--- config.mk ---
export PLATFORM = sky130hd
export DESIGN_NAME = truth_table_sweeper
export DESIGN_NICKNAME = d
export VERILOG_FILES = /design/src/rtl/sweep_pkg.sv /design/src/rtl/sweep_settle_cnt.sv /design/src/rtl/truth_table_sweeper.sv
export SDC_FILE = /design/constraint.sdc
export NUM_CORES = 1
export LEC_CHECK = 0
export BUFFER_PORTS_ARGS = -buffer_cell sky130_fd_sc_hd__buf_4
export CORE_MARGIN = 2
export CORE_UTILIZATION = 40
export DETAILED_ROUTE_END_ITERATION = 10
export GPL_TIMING_DRIVEN = 0
export SLEW_MARGIN = 20
export SYNTH_ARGS = -nofsm -noshare
export SYNTH_HDL_FRONTEND = slang
export SYNTH_SLANG_ARGS = --single-unit
--- constraint.sdc ---
create_clock -name clk -period 1.7 [get_ports clk]
set_input_delay 0 -clock clk [delete_from_list [all_inputs] [get_ports clk]]
set_output_delay 0 -clock clk [all_outputs]
set_load 0.05 [all_outputs]
--- src/rtl/sweep_pkg.sv ---
// ---------------------------------------------------------------------------
// sweep_pkg
// Shared constants for the truth-table sweeper: vector/counter widths, the
// number of input vectors, and the 2-bit FSM state encoding. The FSM states
// are plain localparams so the encoding stays readable in older tools.
// Ports: none (package).
// ---------------------------------------------------------------------------
package sweep_pkg;

    localparam int VEC_W = 4;
    localparam int N_VEC = 16;
    localparam int CNT_W = 4;

    localparam logic [1:0] IDLE   = 2'd0;
    localparam logic [1:0] DRIVE  = 2'd1;
    localparam logic [1:0] SAMPLE = 2'd2;
    localparam logic [1:0] DONE   = 2'd3;

    // Returns the table with one bit replaced; keeps the indexed write in
    // one place for readers of the FSM.
    function automatic logic [N_VEC-1:0] put_bit(
        input logic [N_VEC-1:0] tbl,
        input logic [VEC_W-1:0] idx,
        input logic             val
    );
        logic [N_VEC-1:0] r;
        r      = tbl;
        r[idx] = val;
        return r;
    endfunction

endpackage

--- src/rtl/sweep_settle_cnt.sv ---
// ---------------------------------------------------------------------------
// sweep_settle_cnt
// Loadable up-counter that measures how long each vector has been held.
// Clear has priority over load, and load has priority over increment.
// tc flags the last settle cycle (count == SETTLE_CYCLES-1).
// Ports:
//   clk, rst_n   clock and asynchronous active-low reset
//   clr          force count to zero
//   load         load count from load_val
//   load_val     value to load
//   en           increment count
//   tc           terminal-count flag
// ---------------------------------------------------------------------------
module sweep_settle_cnt
    import sweep_pkg::*;
#(
    parameter int SETTLE_CYCLES = 2
) (
    input  logic             clk,
    input  logic             rst_n,
    input  logic             clr,
    input  logic             load,
    input  logic [CNT_W-1:0] load_val,
    input  logic             en,
    output logic             tc
);

    logic [CNT_W-1:0] count_q;
    logic [CNT_W-1:0] count_d;

    always_comb begin
        count_d = count_q;
        if (clr) begin
            count_d = '0;
        end else if (load) begin
            count_d = load_val;
        end else if (en) begin
            count_d = count_q + CNT_W'(1);
        end
    end

    always_ff @(posedge clk or negedge rst_n) begin
        if (!rst_n) begin
            count_q <= '0;
        end else begin
            count_q <= count_d;
        end
    end

    assign tc = (count_q == CNT_W'(SETTLE_CYCLES - 1));

endmodule

--- src/rtl/truth_table_sweeper.sv ---
// ---------------------------------------------------------------------------
// truth_table_sweeper
// Drives all 16 input vectors of a 4-input combinational circuit in
// ascending order, holds each for SETTLE_CYCLES cycles, samples the circuit
// output into a 16-bit truth table and compares the table with EXPECTED.
// Optional feature macro: SWEEP_FAIL_CAPTURE_EN (adds per-vector mismatch
// count and first failing vector).
// Ports:
//   clk, rst_n      clock and asynchronous active-low reset
//   start           sweep request, honoured only in IDLE
//   vec             circuit stimulus {a,b,c,d}
//   s_in            circuit output
//   busy            sweep in progress (through the DONE cycle)
//   done            one-cycle completion pulse
//   pass            captured table equals EXPECTED
//   table_out       captured truth table, bit i = response to vector i
//   fail_cnt        (feature) number of mismatching vectors this sweep
//   first_fail      (feature) first mismatching vector
//   first_fail_vld  (feature) first_fail holds a real vector
// ---------------------------------------------------------------------------
module truth_table_sweeper
    import sweep_pkg::*;
#(
    parameter int               SETTLE_CYCLES = 2,
    parameter logic [N_VEC-1:0] EXPECTED      = 16'hFFFF
) (
    input  logic             clk,
    input  logic             rst_n,
    input  logic             start,
    output logic [VEC_W-1:0] vec,
    input  logic             s_in,
    output logic             busy,
    output logic             done,
    output logic             pass,
    output logic [N_VEC-1:0] table_out
`ifdef SWEEP_FAIL_CAPTURE_EN
    ,
    output logic [4:0]       fail_cnt,
    output logic [VEC_W-1:0] first_fail,
    output logic             first_fail_vld
`endif
);

    logic [1:0]       state_q, state_d;
    logic [VEC_W-1:0] vec_q, vec_d;
    logic [N_VEC-1:0] table_q, table_d;
    logic             pass_q, pass_d;
    logic             busy_q, busy_d;
    logic             done_q, done_d;
    logic             cnt_clr;
    logic             cnt_en;
    logic             cnt_tc;

`ifdef SWEEP_FAIL_CAPTURE_EN
    logic [4:0]       fail_cnt_q, fail_cnt_d;
    logic [VEC_W-1:0] first_fail_q, first_fail_d;
    logic             first_fail_vld_q, first_fail_vld_d;
`endif

    sweep_settle_cnt #(
        .SETTLE_CYCLES (SETTLE_CYCLES)
    ) u_settle_cnt (
        .clk      (clk),
        .rst_n    (rst_n),
        .clr      (cnt_clr),
        .load     (1'b0),
        .load_val ({CNT_W{1'b0}}),
        .en       (cnt_en),
        .tc       (cnt_tc)
    );

    // Sweep sequencing. pass is computed on the edge that enters DONE, using
    // the table that already includes vector 15, so it is valid in the same
    // cycle as the done pulse.
    always_comb begin
        state_d = state_q;
        vec_d   = vec_q;
        table_d = table_q;
        pass_d  = pass_q;
        cnt_clr = 1'b0;
        cnt_en  = 1'b0;
`ifdef SWEEP_FAIL_CAPTURE_EN
        fail_cnt_d       = fail_cnt_q;
        first_fail_d     = first_fail_q;
        first_fail_vld_d = first_fail_vld_q;
`endif
        case (state_q)
            IDLE: begin
                if (start) begin
                    state_d = DRIVE;
                    vec_d   = '0;
                    table_d = '0;
                    pass_d  = 1'b0;
                    cnt_clr = 1'b1;
`ifdef SWEEP_FAIL_CAPTURE_EN
                    fail_cnt_d       = '0;
                    first_fail_d     = '0;
                    first_fail_vld_d = 1'b0;
`endif
                end
            end
            DRIVE: begin
                cnt_en = 1'b1;
                if (cnt_tc) begin
                    state_d = SAMPLE;
                    cnt_clr = 1'b1;
                end
            end
            SAMPLE: begin
                table_d = put_bit(table_q, vec_q, s_in);
`ifdef SWEEP_FAIL_CAPTURE_EN
                if (s_in != EXPECTED[vec_q]) begin
                    fail_cnt_d = fail_cnt_q + 5'd1;
                    if (!first_fail_vld_q) begin
                        first_fail_d     = vec_q;
                        first_fail_vld_d = 1'b1;
                    end
                end
`endif
                if (vec_q == VEC_W'(N_VEC - 1)) begin
                    state_d = DONE;
                    pass_d  = (table_d == EXPECTED);
                end else begin
                    vec_d   = vec_q + VEC_W'(1);
                    state_d = DRIVE;
                end
            end
            DONE: begin
                state_d = IDLE;
            end
            default: begin
                state_d = IDLE;
            end
        endcase
        busy_d = (state_d != IDLE);
        done_d = (state_d == DONE);
    end

    always_ff @(posedge clk or negedge rst_n) begin
        if (!rst_n) begin
            state_q <= IDLE;
            vec_q   <= '0;
            table_q <= '0;
            pass_q  <= 1'b0;
            busy_q  <= 1'b0;
            done_q  <= 1'b0;
        end else begin
            state_q <= state_d;
            vec_q   <= vec_d;
            table_q <= table_d;
            pass_q  <= pass_d;
            busy_q  <= busy_d;
            done_q  <= done_d;
        end
    end

`ifdef SWEEP_FAIL_CAPTURE_EN
    always_ff @(posedge clk or negedge rst_n) begin
        if (!rst_n) begin
            fail_cnt_q       <= '0;
            first_fail_q     <= '0;
            first_fail_vld_q <= 1'b0;
        end else begin
            fail_cnt_q       <= fail_cnt_d;
            first_fail_q     <= first_fail_d;
            first_fail_vld_q <= first_fail_vld_d;
        end
    end

    assign fail_cnt       = fail_cnt_q;
    assign first_fail     = first_fail_q;
    assign first_fail_vld = first_fail_vld_q;
`endif

    assign vec       = vec_q;
    assign busy      = busy_q;
    assign done      = done_q;
    assign pass      = pass_q;
    assign table_out = table_q;

endmodule

Yosys cells after proc, flatten, opt, wreduce, memory -nomap -nowiden. Cells that the tools add are included.

$add $sub $neg: 2. Order comparisons: 2. Eq/ne operators: 10. Multiplexer cells: 21. Reduce and logical (&&, ||, !) cells: 8.

Operators with widths (number): $pmux W16 S2 (1); $bwmux W16 (1); $eq A16 B16 Y1 const B (1); $mux W16 (1); $mux W4 (4); $add A4 B1 Y4 const B (2); $pmux W2 S4 (1); $pmux W4 S2 (1); $eq A2 B2 Y1 const B (3); $mux W1 (6); $mux W2 (3); $ne A2 B2 Y1 const B (3); $reduce_and A3 Y1 (2); $reduce_bool A2 Y1 (3); $lt A4 B5 Y1 const B (1); $demux W1 S4 (1); $eq A4 B1 Y1 const B (1); $eq A4 B4 Y1 const B (1); $ge A4 B1 Y1 const B (1); $pmux W1 S2 (2); $eq A2 B1 Y1 const B (1); $logic_not A2 Y1 (1); $reduce_and A2 Y1 (1); $logic_and A1 B1 Y1 (1).

Flip-flop bits (word level): 29. Bits of input ports: 4. Output and inout port bits: 23. Word-level logic and storage cells: 50.

Logic depth before layout (Yosys ltp). Gate-level depths: netlist of the first run.

Depth in word-level cells: 8. Gate-level depth with buffers: 8. Gate-level depth less buffers: 7.

Cells and area by module. Synthesis of the first run repeated with hierarchy kept, for this count alone.

Cells, all modules: 181. Area total of the unflattened synthesis: 1731.7 sq um.

By module, submodules not included: truth_table_sweeper (instances 1, cells each 155, area each 1483.9 sq um, sequential area each 625.6 sq um); sweep_settle_cnt (instances 1, cells each 26, area each 247.7 sq um, sequential area each 100.1 sq um).

Worst setup path after synthesis of the first run. Ideal clock, no wire load.

Path kind: reg2reg. Start: register vec_q[0], in the netlist vec[0]. End: register pass_q, in the netlist pass. Setup time: 0.068 ns. Data arrival time: 1.900 ns. Data required time: 1.632 ns. Setup slack: -0.268 ns. Cell stages (with the launch flop): 7. Buffers on the path: 1. Period minus slack after synthesis: 1.968 ns. Cells stage by stage: dfrtp_1 -> ha_1 -> clkbuf_1 -> nand2_1 -> mux2i_1 -> nor4_1 -> a32o_1.

Longest elaborated chain between the ends: 8. Elaborated cells between the ends (all ways): 12. Classes of those cells: 2 x order compare; 3 x eq/ne; 5 x mux; 2 x reduce/logical.

RTL lines: start, declared (line truth_table_sweeper.sv:45) `logic [VEC_W-1:0] vec_q, vec_d;`; start signal, assigned (line truth_table_sweeper.sv:149) `vec_q <= vec_d;`; $lt A4 B5 Y1 (not written as such) / $ge A4 B1 Y1 (equally long branches) (line sweep_pkg.sv:28) `r[idx] = val;`; $logic_and A1 B1 Y1 (not written as such) (line sweep_pkg.sv:28); $mux W1 (not written as such) (line sweep_pkg.sv:28); $demux W1 S4 (line sweep_pkg.sv:28); $bwmux W16 (line sweep_pkg.sv:28); $eq A16 B16 Y1 (line truth_table_sweeper.sv:122) `pass_d = (table_d == EXPECTED);`; $mux W1 (line truth_table_sweeper.sv:120) `if (vec_q == VEC_W'(N_VEC - 1)) begin`; $pmux W1 S2 (line truth_table_sweeper.sv:87) `case (state_q)`; end signal, assigned (line truth_table_sweeper.sv:151) `pass_q <= pass_d;`; end, declared (line truth_table_sweeper.sv:47) `logic pass_q, pass_d;`.

Several ways; a longest one is shown, not always the timed one. The select of a mux whose other input is x is not followed. A chain may end at the register's enable or synchronous reset.

Worst setup path after layout of the first run.
Start: register vec_q[3], in the netlist vec[3]. End: register pass_q, in the netlist pass.

The elaborated chain is that of the path after synthesis.

==> flow_summary_export.csv, run 1 <==
group,metric,value,unit
critical_path,crit_required,1870,ps
yosys,synthArstFlopShare,1.00,
critical_path,crit_arrival,1940,ps
global_route,grt_max_degree,30,
global_route,grt_antenna_before_repair,0,
final_layout,diodes,0,
yosys,synth-simple-area-share,0.173,
final_layout,fin_nets,240,
sta,layout_setup_ws,-65.6,ps
clocking,path_clk_slew,70,ps
sta,slew_violations,0,
critical_path,regToRegEndpoint,"pass$_DFFE_PN0P_",
clocking,clock_sinks,29,
yosys,synth_top_family_by_area,"compound AO/OA/AOI/OAI gates",
sta,setup_viol,1,
critical_path,ff2ff_path_depth,7,
critical_path,cpMostUsedCell,"buf_6",
route,via_per_inst,5.55,
critical_path,cp-startpoint,"vec[3]$_DFFE_PN0P_",
placement,dp_hpwl,3000,µm
sta,fin_crit,1770,ps
critical_path,path_buf_inv,2,
floorplan,core_area,4000,µm²
placement,place_congestion,0.833,
route,wl_per_cell,15.5,µm
yosys,synthXorXnorAreaFrac,0,
sta,whs,16.4,ps
global_route,overflow,0,
sta,hold_viol_final,0,
min_path,worstHoldPathType,"in -> reg",
floorplan,die_area,4690,µm²
clocking,clockBufferDepth,2,
placement,place_inst,268,
floorplan,start_util,0.415,
power_and_ir_drop,leakagePower,0.977,nW
clocking,clockRootBuffer,"clkbuf_8",
yosys,syn_nets,202,
clocking,clk_latency,280,ps
floorplan,num_rows,23,
critical_path,cp_top_family,"compound AO/OA/AOI/OAI gates",
yosys,synth_fa_ha_area_frac,0.0452,
route,drc,0,
yosys,synth_warnings,0,
final_layout,area_delta_synth_final,26.4,%
yosys,synth_compound_area_frac,0.255,
critical_path,worst_setup_path_start_kind,"register",
placement,numPortBuffers,26,
yosys,synth.distinct_cells,38,
global_route,track_usage,0.208,
critical_path,path_depth,7,
route,drtIter0Drc,98,
sta,period_share,1.04,
yosys,syn_area_per_cell,8.65,µm²
min_path,holdCritStartpoint,"start",
route,num_vias,1560,
power_and_ir_drop,vdd_drop_max,0.506,mV
critical_path,critPathSlowestCell,"dfrtp_2",
placement,pre_cts_ws,-83.7,ps
critical_path,worst_path_largest_cell_delay,410,ps
yosys,ys_ff_latch,29,
yosys,synth_ff_type,"dfrtp_1",
floorplan,die-height,68.5,µm
final_layout,drive_above_1_share,0.281,
power_and_ir_drop,p_per_area,1080,nW/µm²
run,maxCapViolations,0,
clocking,cts_tree,"built",
yosys,seq_area_frac_synth,0.437,
critical_path,reg2reg_slack,-70,ps
critical_path,cp_max_fo,8,
critical_path,path_class,"reg -> reg",
sta,tightestPinTransition,500,ps
critical_path,reg2reg_from,"vec[3]$_DFFE_PN0P_",
sta,setup_tns,-65.6,ps
sta,timing.fmax,0.566,GHz
run_status,status,"complete, but fails checks",
critical_path,cp-endpoint,"pass$_DFFE_PN0P_",
yosys,syn-instance-count,192,
sta,rsz0062_at_grt,"true",
critical_path,critical_path.cell_chain,"buf_6, and2b_2, buf_6, a32o_2, a211oi_2, a221oi_2, a32o_1",
route,routed_wl,4370,µm
yosys,synth.mux.area_fraction,0.0248,
floorplan,num_io_pins,27,
yosys,synth_edf_count,0,
power_and_ir_drop,p_total,2.26,mW
yosys,synthesis.area,1660,µm²
sta,fin_skew,3.01,ps
sta,relSlewSlack,0.666,
route,dr.pass1.iters,4,
route,ant_nets,0,
run_status,violations,"setup timing",
global_route,grt_pass1_wl,7080,µm
clocking,htree_levels,2,
critical_path,end_kind,"register",
final_layout,final_cells,281,
global_route,grt_pass1_vias,1473,
floorplan,die_w,68.5,µm
clocking,cts_buffers,5,
-- layer usage --
layer / wire [µm] / vias to the layer above / track usage
met4: 67 / 0 / 0.0825
li1: - / 761 / -
met1: 2110 / 750 / 0.298
met5: 0 / - / 0
met2: 1970 / 42 / 0.296
met3: 223 / 7 / 0.0526
-- Yosys cell counts, types with 3 or more instances --
| library cell | count | area share |
|---|---|---|
| nand3_1 | 4 | 0.012 |
| nand4_1 | 3 | 0.011 |
| a21oi_1 | 20 | 0.060 |
| ha_1 | 6 | 0.045 |
| mux2i_1 | 3 | 0.018 |
| buf_6 | 3 | 0.020 |
| dfrtp_1 | 29 | 0.44 |
| nor2_1 | 8 | 0.018 |
| a32o_1 | 5 | 0.030 |
| nor3_1 | 3 | 0.0090 |
| o21ai_0 | 33 | 0.099 |
| inv_1 | 5 | 0.011 |
| buf_2 | 3 | 0.0090 |
| clkbuf_1 | 8 | 0.018 |
| nand2_1 | 30 | 0.068 |
-- power breakdown --
part | internal [mW] | switching [mW] | leakage (nW)
clock network | 0.282 | 0.273 | 0.0439
registers | 0.780 | 0.0933 | 0.389
logic | 0.284 | 0.546 | 0.545
total | 1.35 | 0.913 | 0.977
-- cells in the final DEF (no fill, tap or decap), types with 3 or more instances in the layout --
| cell | synthesis | routed |
|---|---|---|
| dfrtp_2 | 0 | 4 |
| a32o_1 | 5 | 4 |
| clkbuf_1 | 8 | 3 |
| clkbuf_8 | 0 | 6 |
| mux2i_1 | 3 | 3 |
| inv_1 | 5 | 5 |
| nand2_1 | 30 | 29 |
| ha_1 | 6 | 5 |
| nor2_1 | 8 | 6 |
| buf_4 | 1 | 32 |
| a21oi_1 | 20 | 20 |
| o21ai_0 | 33 | 31 |
| nor3_1 | 3 | 3 |
| dfrtp_1 | 29 | 25 |
| buf_2 | 3 | 3 |
| nand3_1 | 4 | 4 |
| buf_6 | 3 | 4 |
| nand4_1 | 3 | 3 |
-- stage by stage --
stage                     area, µm²   util
after floorplan                1680      -
after global placement         1930  0.483
after detailed placement       1930  0.483
after CTS                      2060  0.515
after global routing           2100  0.525
final                          2100  0.525
-- area by class of cell --
cell class / instances / area (µm²)
inverters: 5 / 18.8
repair buffers: 33 / 248
clock buffers: 5 / 68.8
multi-input cells: 142 / 846
fillers: 373 / 1900
clock inverters: 3 / 17.5
flip-flops and latches: 29 / 731
well taps: 50 / 62.6
plain buffers: 14 / 108
-- timing repair --
| item | in CTS | in global routing |
|---|---|---|
| setup endpoints to repair | 9 | 11 |
| gates resized for setup | 6 | 13 |
| setup buffers | 1 | 4 |
| endpoints found under the hold margin | 29 | 0 |
| cloned | 0 | 1 |
| pin swaps | 1 | 3 |
| hold buffers | 1 | 0 |
-- flip-flops by register name, indices dropped and copies added (netlist names) --
| register | cells |
|---|---|
| u_settle_cnt.count_q | 4 |
| busy | 1 |
| pass | 1 |
| state_q | 2 |
| done | 1 |
| vec | 4 |
| table_out | 16 |
-- worst register-to-register path, cell delays in order (launching register included) --
cell and delay [ps]:
dfrtp_2 410, buf_6 140, and2b_2 210, buf_6 130, a32o_2 220, a211oi_2 220, a221oi_2 70, a32o_1 260
-- cell families after synthesis --
family	after synthesis
fa+ha+maj	6
compound gates	71
buf+inv	21
simple gates	61
flops	29
mux	4
-- worst min path at each step --
| stage | endpoint | cells past startpoint | slack, ps |
|---|---|---|---|
| 2_1_floorplan | busy$_DFF_PN0_ | 0 | -300 |
| 3_3_place_gp | u_settle_cnt.count_q[0]$_DFFE_PN0P_ | 1 | -60 |
| 3_5_place_dp | u_settle_cnt.count_q[0]$_DFFE_PN0P_ | 1 | -50 |
| 4_1_cts | busy$_DFF_PN0_ | 3 | 10 |
| 5_1_grt | busy$_DFF_PN0_ | 3 | 50 |
| 6_report | busy$_DFF_PN0_ | 3 | 20 |
Power figures use the tool's default switching activity.
==> run 2, diff against run 1 <==
- CORE_MARGIN: 2 -> unset
- CORE_UTILIZATION: 40 -> 50
- PLACE_DENSITY: unset -> 0.75
- REMOVE_ABC_BUFFERS: unset -> 1
==> run 2 against run 1 <==
Sequential share of layout area rose by 1.4 points. Largest power group unchanged. Highest routed layer unchanged. Core utilization rose by 12 points. Sequential cell count did not move. Clock power fell by 23%. Global-route usage rose by 4.5 points. First-iteration DRC count fell by 14%. Total power fell by 4.7%. Worst hold slack improved by 4.2 ps. Die area fell by 24%. Fmax rose by 7.1%. The run now ends clean. Routed wire length fell by 7.2%.
==> flow_summary_export.csv, run 2 (synthesis results as in run 1) <==
group,metric,value,unit
global_route,grt_pass1_vias,1379,
sta,fin_skew,3.02,ps
sta,rsz0062_at_grt,"true",
clocking,clock_sinks,29,
final_layout,regArea,731,µm²
final_layout,multi_input_area,918,µm²
final_layout,fin_nets,224,
critical_path,cp_top_family,"compound AO/OA/AOI/OAI gates",
run_status,status,"complete, no violations",
final_layout,diodes,0,
critical_path,worst_path_largest_cell_delay,500,ps
placement,numPortBuffers,26,
clocking,path_clk_slew,90,ps
route,via_per_inst,5.99,
min_path,whs_path_depth,2,
power_and_ir_drop,vdd_drop_max,0.763,mV
global_route,overflow,0,
clocking,clockRootBuffer,"clkbuf_4",
run,maxCapViolations,0,
sta,hold_viol_final,0,
final_layout,n_fill_cell,273,
floorplan,start_util,0.535,
critical_path,cpMostUsedCell,"a32o_1",
global_route,gr-usage-met1,0.339,
min_path,worstHoldPathType,"in -> reg",
sta,fin_crit,1650,ps
floorplan,die_area,3560,µm²
power_and_ir_drop,leakagePower,0.892,nW
final_layout,fin_util,0.650,
critical_path,worst_setup_path_start_kind,"register",
critical_path,crit_arrival,1880,ps
floorplan,num_rows,20,
power_and_ir_drop,p_per_area,1070,nW/µm²
critical_path,cp_max_fo,11,
final_layout,drive_above_1_share,0.262,
floorplan,num_io_pins,27,
critical_path,path_depth,5,
placement,dp_hpwl,2610,µm
route,num_vias,1546,
route,dr.pass1.iters,4,
global_route,grtUsageMet3,0.0502,
global_route,grt_max_degree,30,
global_route,met2_usage,0.378,
clocking,clockBufferDepth,2,
critical_path,critPathSlowestCell,"dfrtp_2",
final_layout,area_delta_synth_final,21.3,%
route,routed_wl,4060,µm
clocking,cts_buffers,5,
sta,slew_violations,0,
floorplan,core_area,3100,µm²
sta,tightestPinTransition,504,ps
critical_path,end_kind,"register",
global_route,busiest_layer,"met2",
clocking,htree_levels,2,
placement,place_congestion,0.839,
global_route,track_usage,0.252,
placement,place_inst,246,
route,wl_per_cell,15.7,µm
final_layout,final_cell_mix,"o21ai_0 (32), nand2_1 (30), buf_4 (29)",
critical_path,ff2ff_path_depth,5,
global_route,grt_antenna_before_repair,0,
clocking,cts_tree,"built",
global_route,grt_pass1_wl,6490,µm
floorplan,die-height,59.6,µm
route,ant_nets,0,
sta,layout_setup_ws,51.1,ps
route,drtIter0Drc,84,
route,drc,0,
placement,pre_cts_ws,-217,ps
clocking,clk_latency,330,ps
sta,period_share,0.970,
sta,timing.fmax,0.606,GHz
critical_path,crit_required,1930,ps
critical_path,path_buf_inv,0,
sta,setup_viol,0,
final_layout,final_cells,258,
final_layout,largest_reg_flops,16,
critical_path,path_class,"reg -> reg",
critical_path,critical_path.cell_chain,"and2_4, a32o_1, a211oi_2, a221oi_1, a32o_1",
final_layout,final_common_cell,"o21ai_0",
floorplan,die_w,59.6,µm
sta,relSlewSlack,0.663,
[run 2: cell types whose count changed in the layout (fill, tap and decap cells not counted), moves of 3 or more]
cell / before / now
clkbuf_8: 6 / 1
buf_6: 4 / 0
ha_4: 0 / 4
buf_2: 3 / 0
buf_4: 32 / 29
clkbuf_4: 2 / 5
ha_1: 5 / 2
[run 2: final timing paths]
kind	from	to	slack [ps]
max in group asynchronous	rst_n	vec[1]$_DFFE_PN0P_	1280
worst max-delay path	vec[2]$_DFFE_PN0P_	pass$_DFFE_PN0P_	50
worst max register to register	vec[2]$_DFFE_PN0P_	pass$_DFFE_PN0P_	50
worst min register to register	pass$_DFFE_PN0P_	pass$_DFFE_PN0P_	520
worst min-delay path	s_in	table_out[15]$_DFFE_PN0P_	20
min in group asynchronous	rst_n	table_out[10]$_DFFE_PN0P_	120
[run 2: routing by layer]
layer  share of wire  up-vias
met5               0        -
met4           0.017        0
met3           0.052        7
met2            0.48       48
met1            0.45      764
li1                -      727
[run 2: timing repair]
action / in CTS / in global routing
buffers inserted: 0 / 3
endpoints found under the setup margin: 4 / 13
resized for setup: 16 / 10
hold buffers: 2 / 0
endpoints found under the hold margin: 30 / 0
pin swaps: 0 / 3
[run 2: cell type report]
cell class                      count  share of cell area
Timing Repair Buffer               31               0.118
Inverter                            5             0.00931
Multi-Input combinational cell    142               0.456
Clock buffer                        7              0.0273
Tap cell                           44              0.0273
Sequential cell                    29               0.363
[run 2: power breakdown]
group          switching (mW)  total (mW)  leakage [nW]  internal (mW)
sequential              0.134       0.913         0.389          0.779
combinational           0.526       0.810         0.472          0.284
clock                   0.235       0.429        0.0314          0.195
total                   0.895        2.15         0.892           1.26
[run 2: through the flow]
stage / hold WS (ps) / instance area, µm² / total power, mW / setup TNS, ps
3_5_place_dp: -58.1 / 1830 / 1.61 / -292
5_1_grt: 20.2 / 2020 / 2.27 / -12.0
2_1_floorplan: -296 / 1570 / 1.38 / -324
3_3_place_gp: -57.2 / 1820 / 1.57 / -3780
4_1_cts: 8.86 / 1950 / 2.09 / -10.6
6_report: 20.6 / 2020 / 2.15 / 0
==> run 3, diff against run 2 <==
- ABC_AREA: unset -> 1
- CORE_UTILIZATION: 50 -> 52
- CTS_BUF_LIST: unset -> sky130_fd_sc_hd__clkbuf_2
- PLACE_DENSITY: 0.75 -> 0.78
==> run 3 against run 2 <==
The run now ends with DRC left. Fmax is 4.7% higher. Core utilization is 3.2 points higher. Clock skew is 16 ps higher. Clock-buffer cell count is 2 lower. Global-route usage is 2.1 points lower. Synthesized cell count is 4.7% higher. Die area is 7.7% lower. Design area is 4.3% lower. Final cell count is 2.3% higher. Sequential power is 2.2% higher. Routed wire length is 19% lower. Largest power group is now combinational logic.
==> flow_summary_export.csv, run 3 <==
group,metric,value,unit
clocking,path_clk_slew,160,ps
yosys,synthesis.area,1590,µm²
critical_path,cp-endpoint,"pass$_DFFE_PN0P_",
power_and_ir_drop,p_int,1.27,mW
placement,placed_cell_area,1790,µm²
floorplan,num_rows,19,
clocking,htree_levels,2,
yosys,yosysTopAreaCellShare,0.456,
critical_path,cpMostUsedCell,"nand2_1",
final_layout,diodes,0,
sta,tightestPinTransition,378,ps
critical_path,crit_arrival,1920,ps
floorplan,num_io_pins,27,
clocking,clock_sinks,29,
global_route,grt_pass1_wl,5620,µm
yosys,synth_most_common_cell,"nand2_1",
global_route,grt_max_degree,30,
final_layout,area_delta_synth_final,21.2,%
power_and_ir_drop,power.share.switching,0.480,
critical_path,reg2reg_from,"vec[1]$_DFFE_PN0P_",
yosys,yosysTopAreaCell,"dfrtp_1",
critical_path,reg2reg_slack,130,ps
floorplan,core_area,2830,µm²
critical_path,cp-startpoint,"vec[1]$_DFFE_PN0P_",
yosys,synth_common_cells,"nand2_1 (46), dfrtp_1 (29), inv_1 (29), nand3_1 (18), nor2_1 (18)",
route,drtIter0Drc,36,
power_and_ir_drop,switchingPower,1.18,mW
route,ant_nets,0,
route,wl_per_cell,12.4,µm
route,drc,4,
sta,setup_viol,0,
global_route,grt_antenna_before_repair,0,
clocking,clk_latency,390,ps
floorplan,die-height,57.3,µm
power_and_ir_drop,seqPwrFrac,0.380,
final_layout,n_fill_cell,245,
final_layout,finalInstanceArea,1930,µm²
clocking,clockBufferDepth,2,
yosys,ys_ff_latch,29,
critical_path,critical_path.cell_chain,"inv_1, ha_4, nand4_1, nand2_1, nand2_1, nor2_1, nand2_1, nor2_2, nand2_1, nand2_1",
route,num_vias,1383,
final_layout,multi_input_area,769,µm²
floorplan,die_w,57.3,µm
sta,fin_skew,19.1,ps
route,dr.pass1.iters,7,
power_and_ir_drop,leakagePower,0.968,nW
run_status,violations,"DRC",
power_and_ir_drop,vdd_drop_max,1.09,mV
sta,hold_viol_final,0,
critical_path,worst_setup_path_start_kind,"register",
critical_path,crit_required,2040,ps
power_and_ir_drop,p_total,2.45,mW
global_route,track_usage,0.232,
power_and_ir_drop,p_per_area,1270,nW/µm²
floorplan,start_util,0.562,
yosys,synth_warnings,0,
yosys,seq_area_frac_synth,0.456,
yosys,synth_ff_type,"dfrtp_1",
power_and_ir_drop,clock_power_share,0.136,
final_layout,regArea,731,µm²
sta,fin_crit,1570,ps
sta,period_share,0.926,
clocking,cts_buffers,5,
global_route,grt_pass1_vias,1294,
yosys,yosys-top-cells-area,"dfrtp_1 (46%), nand2_1 (11%), inv_1 (6.8%)",
yosys,syn_area_per_cell,7.91,µm²
critical_path,critPathSlowestCell,"dfrtp_2",
final_layout,largest_reg_flops,16,
global_route,overflow,0,
power_and_ir_drop,combinationalPowerShare,0.483,
route,via_per_inst,5.24,
yosys,synth_edf_count,0,
critical_path,cp_max_fo,6,
final_layout,final_cell_mix,"nand2_1 (45), inv_1 (28), buf_4 (26)",
yosys,synth.distinct_cells,25,
critical_path,ff2ff_path_depth,10,
floorplan,die_area,3280,µm²
final_layout,drive_above_1_share,0.232,
yosys,syn-instance-count,201,
route,routed_wl,3290,µm
clocking,cts_tree,"built",
critical_path,regToRegEndpoint,"pass$_DFFE_PN0P_",
clocking,clockRootBuffer,"clkbuf_2",
critical_path,worst_path_largest_cell_delay,490,ps
critical_path,end_kind,"register",
sta,relSlewSlack,0.747,
run,maxCapViolations,0,
final_layout,final_common_cell,"nand2_1",
sta,slew_violations,0,
placement,numPortBuffers,26,
sta,timing.fmax,0.635,GHz
final_layout,fin_nets,242,
min_path,worstHoldPathType,"in -> async",
placement,dp_hpwl,2250,µm
critical_path,path_class,"reg -> reg",
run_status,status,"complete, but fails checks",
yosys,synthArstFlopShare,1.00,
placement,place_congestion,0.789,
==> run 3: changes by cell type in the layout (fill, tap and decap cells not counted), moves of 9 or more <==
cell     before  now
nand2_1      30   45
o21ai_0      32    4
o21ai_1       1   10
a21oi_1      20    1
nand3_1       4   18
nor2_1        5   17
o22ai_1       0   14
inv_1         3   28
==> run 3: per-layer routing <==
layer	up-vias	GRT usage	share of wire	routed length, µm
met2	28	0.360	0.46	1520
met3	7	0.0499	0.047	153
met4	0	0.143	0.024	78
met5	-	0	0	0
met1	631	0.297	0.47	1530
li1	717	-	-	-
==> run 3: repair_timing <==
action | 4_1_cts | 5_1_grt
hold buffers | 3 | 0
endpoints found under the hold margin | 34 | 0
setup buffers | 0 | 0
setup endpoints to repair | 6 | 6
gates cloned | 0 | 0
gates resized for setup | 1 | 18
pin swaps | 0 | 1
==> run 3: power by group through the flow <==
stage	combinational, mW	sequential [mW]	clock (mW)
floorplan	0.586	1.11	0
global placement	1.05	0.910	0
detailed placement	1.08	0.912	0
CTS	1.09	0.899	0.351
global route	1.32	0.949	0.371
finish	1.19	0.933	0.334
==> run 3: worst max-delay path, delay by kind of cell, from the launching register on <==
| family | cells | cell delay [ps] |
|---|---|---|
| simple gates | 8 | 670 |
| flops | 1 | 490 |
| fa+ha+maj | 1 | 200 |
| buf+inv | 1 | 180 |
==> run 3: cell type report <==
class / count / share of cell area
Timing Repair Buffer: 29 / 0.117
Tap cell: 31 / 0.0201
Clock inverter: 3 / 0.00649
Multi-Input combinational cell: 135 / 0.399
Sequential cell: 29 / 0.379
Clock buffer: 5 / 0.0130
Inverter: 32 / 0.0655
==> run 3: stage by stage <==
step                setup WS (ps)  utilization  std cells  hold WS (ps)  setup TNS [ps]
detailed placement          -72.6        0.632        253         -58.5            -205
global route                -3.99        0.682        264          53.5           -3.99
global placement            -19.3        0.632        253         -56.6           -35.9
floorplan                   -84.8            -        196          -296            -258
CTS                          21.3        0.657        264          27.4               0
finish                        126        0.682        264          38.3               0
==> run 3: worst min-delay path by stage <==
stage | start | to | slack (ps) | cells after the start
floorplan | rst_n | busy$_DFF_PN0_ | -300 | 0
global placement | rst_n | table_out[1]$_DFFE_PN0P_ | -60 | 1
detailed placement | rst_n | table_out[2]$_DFFE_PN0P_ | -60 | 1
CTS | rst_n | table_out[5]$_DFFE_PN0P_ | 30 | 2
global route | rst_n | table_out[5]$_DFFE_PN0P_ | 50 | 2
finish | rst_n | table_out[2]$_DFFE_PN0P_ | 40 | 2
==> run 3: logic make-up after synthesis <==
kind of cell | synth area share
XOR/XNOR | 0.0165
buffers and inverters | 0.101
adder cells (fa/ha/maj) | 0.0472
AO/OA/AOI/OAI | 0.113
flip-flops | 0.456
AND/OR/NAND/NOR | 0.266
